<file path="config.mk">
export PLATFORM = sky130hd
export DESIGN_NAME = wb_shared_ic_flat
export DESIGN_NICKNAME = d
export VERILOG_FILES = /design/src/rtl/wb_ic_pkg.sv /design/src/rtl/wb_shared_ic_if.sv /design/src/rtl/wb_rr_arbiter.sv /design/src/rtl/wb_shared_ic.sv /design/src/flat_wrapper.sv
export SDC_FILE = /design/constraint.sdc
export NUM_CORES = 1
export LEC_CHECK = 0
export BUFFER_PORTS_ARGS = -buffer_cell sky130_fd_sc_hd__buf_2
export CAP_MARGIN = 20
export CORE_AREA = 2 2 156 158
export DETAILED_ROUTE_END_ITERATION = 10
export DIE_AREA = 0 0 158 160
export SETUP_SLACK_MARGIN = 0.15
export SLEW_MARGIN = 20
export SYNTH_ARGS = -nofsm -noshare
export SYNTH_HDL_FRONTEND = slang
export SYNTH_SLANG_ARGS = --single-unit
export TNS_END_PERCENT = 100
</file>
<file path="constraint.sdc">
create_clock -name clk_i -period 2.2 [get_ports clk_i]
set_input_delay 0.33 -clock clk_i [delete_from_list [all_inputs] [get_ports clk_i]]
set_output_delay 0.33 -clock clk_i [all_outputs]
set_load 0.005 [all_outputs]
</file>
<file path="src/rtl/wb_ic_pkg.sv">
// Shared definitions for the shared-bus Wishbone interconnect:
// decode width, watchdog width helper and response-select helper.
package wb_ic_pkg;

   localparam int DECW = 4;

   function automatic int tmo_w(input int t);
      return $clog2(t + 1);
   endfunction

   function automatic logic pick(
      input logic [15:0]     v,
      input logic [DECW-1:0] i,
      input logic            en
   );
      return en & v[i];
   endfunction

endpackage

</file>
<file path="src/rtl/wb_shared_ic_if.sv">
// Flattened Wishbone bus bundle: master-side and slave-side signals.
// The interconnect takes the slave modport, the environment the master one.
interface wb_shared_ic_if #(
   parameter int NM = 2,
   parameter int NS = 4,
   parameter int DW = 32,
   parameter int AW = 32
);
   localparam int SW = DW / 8;

   logic [NM-1:0]    m_cyc_i;
   logic [NM-1:0]    m_stb_i;
   logic [NM-1:0]    m_we_i;
   logic [NM*AW-1:0] m_adr_i;
   logic [NM*SW-1:0] m_sel_i;
   logic [NM*DW-1:0] m_dat_i;
   logic [DW-1:0]    m_dat_o;
   logic [NM-1:0]    m_ack_o;
   logic [NM-1:0]    m_err_o;
   logic [NM-1:0]    m_rty_o;

   logic [NS-1:0]    s_cyc_o;
   logic [NS-1:0]    s_stb_o;
   logic             s_we_o;
   logic [AW-1:0]    s_adr_o;
   logic [SW-1:0]    s_sel_o;
   logic [DW-1:0]    s_dat_o;
   logic [NS*DW-1:0] s_dat_i;
   logic [NS-1:0]    s_ack_i;
   logic [NS-1:0]    s_err_i;
   logic [NS-1:0]    s_rty_i;

   modport slave (
      input  m_cyc_i, m_stb_i, m_we_i,
      input  m_adr_i, m_sel_i, m_dat_i,
      input  s_dat_i, s_ack_i, s_err_i, s_rty_i,
      output m_dat_o, m_ack_o, m_err_o, m_rty_o,
      output s_cyc_o, s_stb_o, s_we_o,
      output s_adr_o, s_sel_o, s_dat_o
   );

   modport master (
      output m_cyc_i, m_stb_i, m_we_i,
      output m_adr_i, m_sel_i, m_dat_i,
      output s_dat_i, s_ack_i, s_err_i, s_rty_i,
      input  m_dat_o, m_ack_o, m_err_o, m_rty_o,
      input  s_cyc_o, s_stb_o, s_we_o,
      input  s_adr_o, s_sel_o, s_dat_o
   );

endinterface

</file>
<file path="src/rtl/wb_rr_arbiter.sv">
// Round-robin arbiter with registered one-hot grant.
// The current holder keeps the grant while hold_i is set.
module wb_rr_arbiter #(
   parameter int N = 2
) (
   input  logic         clk_i,
   input  logic         rst_i,
   input  logic [N-1:0] req_i,
   input  logic         hold_i,
   output logic [N-1:0] gnt_o
);

   localparam int LW = (N > 1) ? $clog2(N) : 1;

   logic [N-1:0]  gnt_q, gnt_d;
   logic [LW-1:0] last_q, last_d;
   int            j;

   // Search starts just after the last winner so it ends up lowest priority.
   always_comb begin
      gnt_d  = '0;
      last_d = last_q;
      j      = 0;
      if (hold_i) begin
         gnt_d = gnt_q;
      end else begin
         for (int k = 1; k <= N; k++) begin
            j = (int'(last_q) + k) % N;
            if (gnt_d == '0 && req_i[j]) begin
               gnt_d[j] = 1'b1;
               last_d   = LW'(j);
            end
         end
      end
   end

   always_ff @(posedge clk_i) begin
      if (rst_i) begin
         gnt_q  <= '0;
         last_q <= LW'(N - 1);
      end else begin
         gnt_q  <= gnt_d;
         last_q <= last_d;
      end
   end

   assign gnt_o = gnt_q;

endmodule

</file>
<file path="src/rtl/wb_shared_ic.sv">
// Shared-bus Wishbone interconnect: NM masters, NS slaves, one transfer
// at a time, with round-robin grant, unmapped-address error and watchdog.
module wb_shared_ic
   import wb_ic_pkg::*;
#(
   parameter int NM      = 2,
   parameter int NS      = 4,
   parameter int DW      = 32,
   parameter int AW      = 32,
   parameter int TIMEOUT = 255
) (
   input  logic          clk_i,
   input  logic          rst_i,
   wb_shared_ic_if.slave bus,
   output logic [NM-1:0] grant_o,
   output logic          tmo_o
);

   localparam int SW = DW / 8;
   localparam int TW = tmo_w(TIMEOUT);

   logic [NM-1:0]   grant_q;
   logic            hold;
   logic            gv, mcyc, mstb, mwe;
   logic [AW-1:0]   madr;
   logic [SW-1:0]   msel;
   logic [DW-1:0]   mdat;
   logic [DECW-1:0] idx;
   logic            mapped;
   logic            ack_r, serr_r, rty_r, err_r;
   logic            resp, at_lim, fire;
   logic            err_q, err_d;
   logic [TW-1:0]   wdog_q, wdog_d;

   assign hold = |(grant_q & bus.m_cyc_i);

   wb_rr_arbiter #(.N(NM)) u_arb (
      .clk_i  (clk_i),
      .rst_i  (rst_i),
      .req_i  (bus.m_cyc_i),
      .hold_i (hold),
      .gnt_o  (grant_q)
   );

   always_comb begin
      mcyc = 1'b0;
      mstb = 1'b0;
      mwe  = 1'b0;
      madr = '0;
      msel = '0;
      mdat = '0;
      for (int i = 0; i < NM; i++) begin
         if (grant_q[i]) begin
            mcyc = bus.m_cyc_i[i];
            mstb = bus.m_stb_i[i];
            mwe  = bus.m_we_i[i];
            madr = bus.m_adr_i[i*AW +: AW];
            msel = bus.m_sel_i[i*SW +: SW];
            mdat = bus.m_dat_i[i*DW +: DW];
         end
      end
   end

   assign gv     = |grant_q;
   assign idx    = madr[AW-1 -: DECW];
   assign mapped = gv && (int'(idx) < NS);

   assign ack_r  = mstb & pick(16'(bus.s_ack_i), idx, mapped);
   assign serr_r = mstb & pick(16'(bus.s_err_i), idx, mapped);
   assign rty_r  = mstb & pick(16'(bus.s_rty_i), idx, mapped);
   assign resp   = ack_r | serr_r | rty_r | err_q;

   // Slave strobe is cut on the limit cycle without looking at the slave
   // response, so a combinational slave ack cannot loop back into stb.
   assign at_lim = gv && mstb && (wdog_q == TW'(TIMEOUT - 1));
   assign fire   = at_lim && !resp;
   assign err_r  = serr_r | (gv & err_q) | fire;

   always_comb begin
      bus.s_cyc_o = '0;
      bus.s_stb_o = '0;
      bus.m_dat_o = '0;
      for (int k = 0; k < NS; k++) begin
         if (mapped && idx == DECW'(k)) begin
            bus.s_cyc_o[k] = mcyc;
            bus.s_stb_o[k] = mstb && !at_lim;
            bus.m_dat_o    = bus.s_dat_i[k*DW +: DW];
         end
      end
   end

   always_comb begin
      bus.m_ack_o = '0;
      bus.m_err_o = '0;
      bus.m_rty_o = '0;
      for (int i = 0; i < NM; i++) begin
         bus.m_ack_o[i] = grant_q[i] & ack_r;
         bus.m_err_o[i] = grant_q[i] & err_r;
         bus.m_rty_o[i] = grant_q[i] & rty_r;
      end
   end

   assign bus.s_we_o  = mwe;
   assign bus.s_adr_o = madr;
   assign bus.s_sel_o = msel;
   assign bus.s_dat_o = mdat;

   always_comb begin
      err_d  = gv && mstb && !mapped && !err_q;
      wdog_d = wdog_q + 1'b1;
      if (!gv || !mstb || resp || fire) begin
         wdog_d = '0;
      end
   end

   always_ff @(posedge clk_i) begin
      if (rst_i) begin
         err_q  <= 1'b0;
         wdog_q <= '0;
      end else begin
         err_q  <= err_d;
         wdog_q <= wdog_d;
      end
   end

   assign grant_o = grant_q;
   assign tmo_o   = fire;

endmodule

</file>
<file path="src/flat_wrapper.sv">
// flat-port wrapper written by rule: the top's interface ports become plain ports
module wb_shared_ic_flat import wb_ic_pkg::*;
#(
   parameter int NM      = 2,
   parameter int NS      = 4,
   parameter int DW      = 32,
   parameter int AW      = 32,
   parameter int TIMEOUT = 255
)
  (clk_i, rst_i, grant_o, tmo_o, bus_m_cyc_i, bus_m_stb_i, bus_m_we_i, bus_m_adr_i, bus_m_sel_i, bus_m_dat_i, bus_s_dat_i, bus_s_ack_i, bus_s_err_i, bus_s_rty_i, bus_m_dat_o, bus_m_ack_o, bus_m_err_o, bus_m_rty_o, bus_s_cyc_o, bus_s_stb_o, bus_s_we_o, bus_s_adr_o, bus_s_sel_o, bus_s_dat_o);
  wb_shared_ic_if #(.NM(NM), .NS(NS), .DW(DW), .AW(AW)) bus_i ();
  input  logic clk_i;
  input  logic rst_i;
  output logic [NM-1:0] grant_o;
  output logic tmo_o;
  input wire logic [$bits(bus_i.m_cyc_i)-1:0] bus_m_cyc_i;
  input wire logic [$bits(bus_i.m_stb_i)-1:0] bus_m_stb_i;
  input wire logic [$bits(bus_i.m_we_i)-1:0] bus_m_we_i;
  input wire logic [$bits(bus_i.m_adr_i)-1:0] bus_m_adr_i;
  input wire logic [$bits(bus_i.m_sel_i)-1:0] bus_m_sel_i;
  input wire logic [$bits(bus_i.m_dat_i)-1:0] bus_m_dat_i;
  input wire logic [$bits(bus_i.s_dat_i)-1:0] bus_s_dat_i;
  input wire logic [$bits(bus_i.s_ack_i)-1:0] bus_s_ack_i;
  input wire logic [$bits(bus_i.s_err_i)-1:0] bus_s_err_i;
  input wire logic [$bits(bus_i.s_rty_i)-1:0] bus_s_rty_i;
  output wire logic [$bits(bus_i.m_dat_o)-1:0] bus_m_dat_o;
  output wire logic [$bits(bus_i.m_ack_o)-1:0] bus_m_ack_o;
  output wire logic [$bits(bus_i.m_err_o)-1:0] bus_m_err_o;
  output wire logic [$bits(bus_i.m_rty_o)-1:0] bus_m_rty_o;
  output wire logic [$bits(bus_i.s_cyc_o)-1:0] bus_s_cyc_o;
  output wire logic [$bits(bus_i.s_stb_o)-1:0] bus_s_stb_o;
  output wire logic [$bits(bus_i.s_we_o)-1:0] bus_s_we_o;
  output wire logic [$bits(bus_i.s_adr_o)-1:0] bus_s_adr_o;
  output wire logic [$bits(bus_i.s_sel_o)-1:0] bus_s_sel_o;
  output wire logic [$bits(bus_i.s_dat_o)-1:0] bus_s_dat_o;
  assign bus_i.m_cyc_i = bus_m_cyc_i;
  assign bus_i.m_stb_i = bus_m_stb_i;
  assign bus_i.m_we_i = bus_m_we_i;
  assign bus_i.m_adr_i = bus_m_adr_i;
  assign bus_i.m_sel_i = bus_m_sel_i;
  assign bus_i.m_dat_i = bus_m_dat_i;
  assign bus_i.s_dat_i = bus_s_dat_i;
  assign bus_i.s_ack_i = bus_s_ack_i;
  assign bus_i.s_err_i = bus_s_err_i;
  assign bus_i.s_rty_i = bus_s_rty_i;
  assign bus_m_dat_o = bus_i.m_dat_o;
  assign bus_m_ack_o = bus_i.m_ack_o;
  assign bus_m_err_o = bus_i.m_err_o;
  assign bus_m_rty_o = bus_i.m_rty_o;
  assign bus_s_cyc_o = bus_i.s_cyc_o;
  assign bus_s_stb_o = bus_i.s_stb_o;
  assign bus_s_we_o = bus_i.s_we_o;
  assign bus_s_adr_o = bus_i.s_adr_o;
  assign bus_s_sel_o = bus_i.s_sel_o;
  assign bus_s_dat_o = bus_i.s_dat_o;
  wb_shared_ic #(.NM(NM), .NS(NS), .DW(DW), .AW(AW), .TIMEOUT(TIMEOUT)) u_core (.clk_i(clk_i), .rst_i(rst_i), .bus(bus_i), .grant_o(grant_o), .tmo_o(tmo_o));
endmodule
</file>
==> results.md, run 1 <==
* Actual slew at the worst max-slew pin at 365 ps
* RSZ-0062 raised after global routing: true
* Final Skew at 2.49 ps
* Commonest non-fill, non-tap cells in the layout: 368 x buf_2, 68 x a22o_1, 36 x buf_6
* Router iterations before antenna repair at 4
* Mean number of vias per cell at 4.09
* Cell Pwr Density at 300 mW/mm2
* Root Driver: clkbuf_16
* Critical Path AT at 2010 ps
* Worst Setup Path Type: flop to primary output
* Critical Path Sink Type: primary output
* Layout cells sized above 1 at 77.5%
* Syn nets at 566
* Fill cell count at 2623
* Comb pwr share at 65.8%
* Placed cells at 1005
* Commonest non-fill, non-tap cell in the layout: buf_2
* Initial DRC count at 262
* Routed wire length at 17500 um
* Synth warn at 0
* Sw Pwr at 0.584 mW
* Total grt overflow at 0
* Post-synth EDFFs at 0
* Synth Area per Inst at 9.16 um2
* Ys flop type: dfxtp_1
* Initial Util at 10.8%
* H-tree depth at 1
* First-pass GRT wire length at 22900 um
* CORE AREA at 0.0238 mm2
* Post-route ant nets at 0
* Setup violators final at 35
* Fin nets at 984
* Worst-path clk slew at 50 ps
* CTS Buffer Depth at 2
* Vias at 4205
* Finished Layout Cells at 1027
* Max Cap Violations at 0
* Worst path cell trace: and3b_2 -> or4_4 -> a32oi_4 -> buf_4 -> a21oi_2 -> nor2b_1 -> buf_2
* DR DRC count at 0
* Standard-cell rows at 57
* Slew Limit Headroom at 75.7%
* Post-synthesis sequential area ratio at 9.37%
* Die Wd at 158 um
* Final Hold Fails at 0
* TritonCTS Buffers at 3
* CTS sink count at 12
* Post-route setup TNS at -2930 ps
* Die Y-Extent at 160 um
* Post-DP HPWL at 14800 um
* Post-DP Area at 0.00511 mm2
* Largest net degree at the start of global routing at 68
* Maximum vdd drop at 0.000139 V
* Failing checks: negative setup slack
* Synthesized flop and latch total at 12
* Seq. cell area at 241 um2
* Clk network pwr share at 21.1%
* Max Slew Vio Count at 0
* Synthesized area at 0.00256 mm2
* WL/cell at 17.0 um
* CP required at 1870 ps
* FMAX at 0.428 GHz
* Design area at 0.00589 mm2
* Async SR Flop Fraction at 0%
* Worst setup margin at -135 ps
* Area of the multi-input gates at 0.00240 mm2
* GP Congestion at 0.840
* I/O Pins at 402
* Hold Buf Count CTS at 0
* Area Growth Syn to Fin at 130%
* Max incr delay on CP at 510 ps
* Status: finished, violations left
* Sw Share at 33.0%
* Yosys cell types at 41
* Vias in the first global route at 4009
* # port buffers at 401
* Worst skew pair latency at 240 ps
* Total Routing Usage GR at 12.0%
* Power Internal at 1.18 mW
* Seq pwr share at 13.1%
* CTS tree: yes
* Startpoint types: flop
* CP Max Fanout at 5
* Post-synthesis cell count at 280
* Crit share post-route at 106%
* Hold Path Class: input pin to flop
* Leakage at 2.98 nW
* Min cycle time layout at 2340 ps
* Slowest stage cell, crit path: or4_4
* Initial antenna violation count at 9
* Die area at 0.0253 mm2
power groups by stage:
stage	clock (mW)	combinational, mW	sequential, mW
4_1_cts	0.379	1.07	0.231
2_1_floorplan	0	0.469	0.234
3_5_place_dp	0	0.984	0.234
3_3_place_gp	0	0.974	0.234
5_1_grt	0.390	1.25	0.231
6_report	0.373	1.16	0.231
sequential cells by signal, indices dropped and copies added, names as in the netlist:
name / flops
u_core.u_arb.gnt_o: 2
u_core.wdog_q: 8
u_core.err_q: 1
u_core.u_arb.last_q: 1
cells in the mapped netlist (2+ instances only):
cell,count,share of area [%]
mux2i_1,4,1.6
nor4_1,6,1.5
buf_2,7,1.4
nor2b_1,2,0.49
nor3_1,12,2.3
clkbuf_1,12,1.8
inv_1,3,0.44
nor2_1,18,2.6
xnor2_1,3,1.0
buf_1,6,0.88
a22o_1,68,23
a21o_1,2,0.59
and2_1,33,8.0
a21boi_1,2,0.59
mux2_2,2,0.88
nand2_1,11,1.6
o21ai_0,8,1.6
ha_1,2,0.98
xor2_1,3,1.0
nand3_1,5,0.98
buf_6,4,1.8
dfxtp_1,12,9.4
nand3b_1,2,0.59
a32oi_1,3,1.0
mux4_2,32,28
a22oi_1,3,0.88
per-layer routing:
| layer | wire length, um | up-vias | track usage (%) |
|---|---|---|---|
| met5 | 29 | - | 0 |
| met1 | 6750 | 1915 | 14.7 |
| met2 | 8470 | 304 | 21.8 |
| met3 | 2080 | 12 | 3.34 |
| li1 | - | 1970 | - |
| met4 | 137 | 4 | 0.983 |
logic make-up (layout without fill, tap and decap cells):
kind of cell / after synthesis / count (layout) / share of synthesized area, %
flops: 12 / 12 / 9.37
other cells: 0 / 6 / 0
xor+xnor: 6 / 6 / 2.05
simple gates: 96 / 96 / 20.5
fa+ha+maj: 2 / 2 / 0.975
buf+inv: 34 / 451 / 6.58
compound gates: 92 / 92 / 30.0
mux: 38 / 38 / 30.5
cell type report:
cell class | count | share of cell area, %
multi-input combinational | 234 | 40.7
antenna | 6 | 0.255
sequential | 12 | 4.10
timing repair buffer | 442 | 46.0
inverter | 5 | 0.573
tap | 324 | 6.88
clock buffer | 4 | 1.51
final timing paths:
| check | cells past startpoint | slack, ps | from | to |
|---|---|---|---|---|
| worst max-delay path | 7 | -140 | u_core.u_arb.gnt_o[1]$_SDFFE_PP0N_ | tmo_o |
| worst min-delay path | 2 | 320 | rst_i | u_core.u_arb.gnt_o[1]$_SDFFE_PP0N_ |
| worst max register to register | 7 | 230 | u_core.u_arb.gnt_o[1]$_SDFFE_PP0N_ | u_core.wdog_q[2]$_SDFF_PP0_ |
| worst min register to register | 1 | 480 | u_core.wdog_q[0]$_SDFF_PP0_ | u_core.wdog_q[0]$_SDFF_PP0_ |
critical path, delay by kind of cell, from the launching register on:
family,cells,cell delay [ps]
simple gates,3,890
flops,1,340
compound gates,2,270
buf+inv,2,270
stage by stage:
stage	utilization [%]	hold WS, ps	power [mW]	setup slack [ps]
floorplan	-	402	0.703	161
global placement	21.5	473	1.21	-51.7
detailed placement	21.5	476	1.22	-66.4
CTS	22.9	317	1.68	-145
global route	24.7	327	1.88	-205
finish	24.7	322	1.77	-135
repair_timing:
| item | CTS | global route |
|---|---|---|
| pin swaps | 42 | 7 |
| buffers inserted | 7 | 3 |
| setup endpoints to repair | 106 | 51 |
| gates cloned | 2 | 1 |
| gates resized for setup | 40 | 81 |
Note: power is estimated with default switching activity, not from simulation.
==> run 2: changes to the inputs <==
==> constraint.sdc (replaced) <==
create_clock -name clk_i -period 2.2 [get_ports clk_i]
set_input_delay 0.33 -clock clk_i [delete_from_list [all_inputs] [get_ports clk_i]]
set_output_delay 0.33 -clock clk_i [all_outputs]
set_load 0.02 [all_outputs]
==> run 2 against run 1 <==
  * The flow still finishes with violations (negative setup slack)
  * Critical path depth unchanged
  * Sequential cell count unchanged
  * Core utilization up 0.67 points
  * Die area unchanged
  * Clock-buffer cell count unchanged
  * Clock power about the same
  * Power up 13%
  * Non-clock buffer count down 13
  * Sequential share of layout area about the same
  * Cell count down 0.97%
  * Combinational power up 21%
  * Via count up 1.8%
==> results.md, run 2 (synthesis gave the netlist of run 1 again) <==
* Post-DP Area at 0.00512 mm2
* Commonest non-fill, non-tap cell in the layout: buf_2
* Cell Pwr Density at 331 mW/mm2
* Hold Path Class: input pin to flop
* CTS tree: yes
* Reg2Reg Depth at 6
* Commonest non-fill, non-tap cells in the layout: 356 x buf_2, 68 x a22o_1, 43 x buf_6
* Post-route ant nets at 0
* Post-DP HPWL at 15400 um
* Initial antenna violation count at 8
* Die Wd at 158 um
* Final Skew at 1.92 ps
* Total grt overflow at 0
* Setup violators final at 40
* Leakage at 3.00 nW
* Mean number of vias per cell at 4.21
* Fill cell count at 2616
* Area Growth Syn to Fin at 136%
* Die area at 0.0253 mm2
* Actual slew at the worst max-slew pin at 408 ps
* First-pass GRT wire length at 24400 um
* CTS Buffer Depth at 2
* Hold Buf Count CTS at 0
* Min cycle time layout at 2410 ps
* Max Slew Vio Count at 0
* Worst Setup Path Type: flop to primary output
* Slew Limit Headroom at 72.6%
* GP Congestion at 0.813
* H-tree depth at 1
* Critical Path Sink Type: primary output
* Biggest register: u_core.wdog_q
* Root Driver: clkbuf_16
* Total Routing Usage GR at 13.1%
* # port buffers at 401
* Layout cells sized above 1 at 78.8%
* I/O Pins at 402
* DR DRC count at 0
* CORE AREA at 0.0238 mm2
* Finished Layout Cells at 1017
* Maximum vdd drop at 0.000227 V
* Routed wire length at 19800 um
* Failing checks: negative setup slack
* Critical Path AT at 2080 ps
* Worst Hold Path Cells at 2
* WL/cell at 19.4 um
* FMAX at 0.415 GHz
* Worst setup margin at -209 ps
* RSZ-0062 raised after global routing: true
* TritonCTS Buffers at 3
* Crit share post-route at 109%
* Standard-cell rows at 57
* Design area at 0.00605 mm2
* Worst-path clk slew at 40 ps
* CP Max Fanout at 6
* Router iterations before antenna repair at 4
* Startpoint types: flop
* Fin nets at 977
* Largest register FFs at 8
* Largest net degree at the start of global routing at 75
* Die Y-Extent at 160 um
* Worst skew pair latency at 240 ps
* Tot Pwr at 2.00 mW
* Initial DRC count at 244
* Vias at 4281
* Placed cells at 990
* CP required at 1870 ps
* Initial Util at 10.8%
* Vias in the first global route at 4017
* CTS sink count at 12
* Max Cap Violations at 0
* Final Hold Fails at 0
* Status: finished, violations left
==> run 2: worst paths after layout <==
path / from / endpoint / slack [ps]
worst max register to register: u_core.u_arb.gnt_o[1]$_SDFFE_PP0N_ / u_core.wdog_q[7]$_SDFF_PP0_ / 280
worst max-delay path: u_core.u_arb.gnt_o[1]$_SDFFE_PP0N_ / bus_m_dat_o[18] / -210
worst min register to register: u_core.wdog_q[0]$_SDFF_PP0_ / u_core.wdog_q[0]$_SDFF_PP0_ / 490
worst min-delay path: rst_i / u_core.u_arb.gnt_o[1]$_SDFFE_PP0N_ / 320
==> run 2: report_power, final <==
group / total, mW / switching (mW) / internal [mW]
Sequential: 0.231 / 0.00552 / 0.225
Combinational: 1.40 / 0.703 / 0.695
Clock: 0.375 / 0.100 / 0.275
==> run 2: final cells by class <==
class                      instances  area [um2]  share of cell area (%)
timing repair buffer             429        2640                    43.7
sequential                        12         245                    4.05
clock buffer                       4        88.8                    1.47
multi-input combinational        234        2490                    41.2
timing repair inverter             6         109                    1.80
antenna                            3        7.51                   0.124
tap                              324         405                    6.70
inverter                           5        61.3                    1.01
==> run 2: critical path, stage by stage (launching register included) <==
cell and delay, ps:
dfxtp_4 340, and3b_2 340, nor2_8 50, buf_12 170, inv_16 90, mux4_2 550, and2_4 160, buf_6 120
==> run 2: per-stage QoR <==
| step | hold WS [ps] | util, % | setup slack, ps | setup TNS [ps] |
|---|---|---|---|---|
| detailed placement | 475 | 21.5 | -195 | -4080 |
| finish | 316 | 25.4 | -209 | -5870 |
| floorplan | 393 | - | 141 | 0 |
| CTS | 316 | 23.6 | -221 | -6710 |
| global placement | 461 | 21.5 | -170 | -3200 |
| global route | 341 | 25.4 | -248 | -7980 |
==> run 2: what timing repair did <==
| action | CTS | global route |
|---|---|---|
| gates cloned | 6 | 3 |
| setup endpoints to repair | 114 | 63 |
| buffers inserted | 3 | 8 |
| resized for setup | 84 | 83 |
| pin swaps | 11 | 22 |
==> run 2: routing by layer <==
metal / vias to the layer above / share of wire, % / GRT usage (%)
li1: 1958 / - / -
met1: 1950 / 36 / 13.8
met2: 325 / 52 / 25.8
met3: 42 / 8.7 / 2.99
met4: 6 / 2.1 / 2.99
met5: - / 0.20 / 0
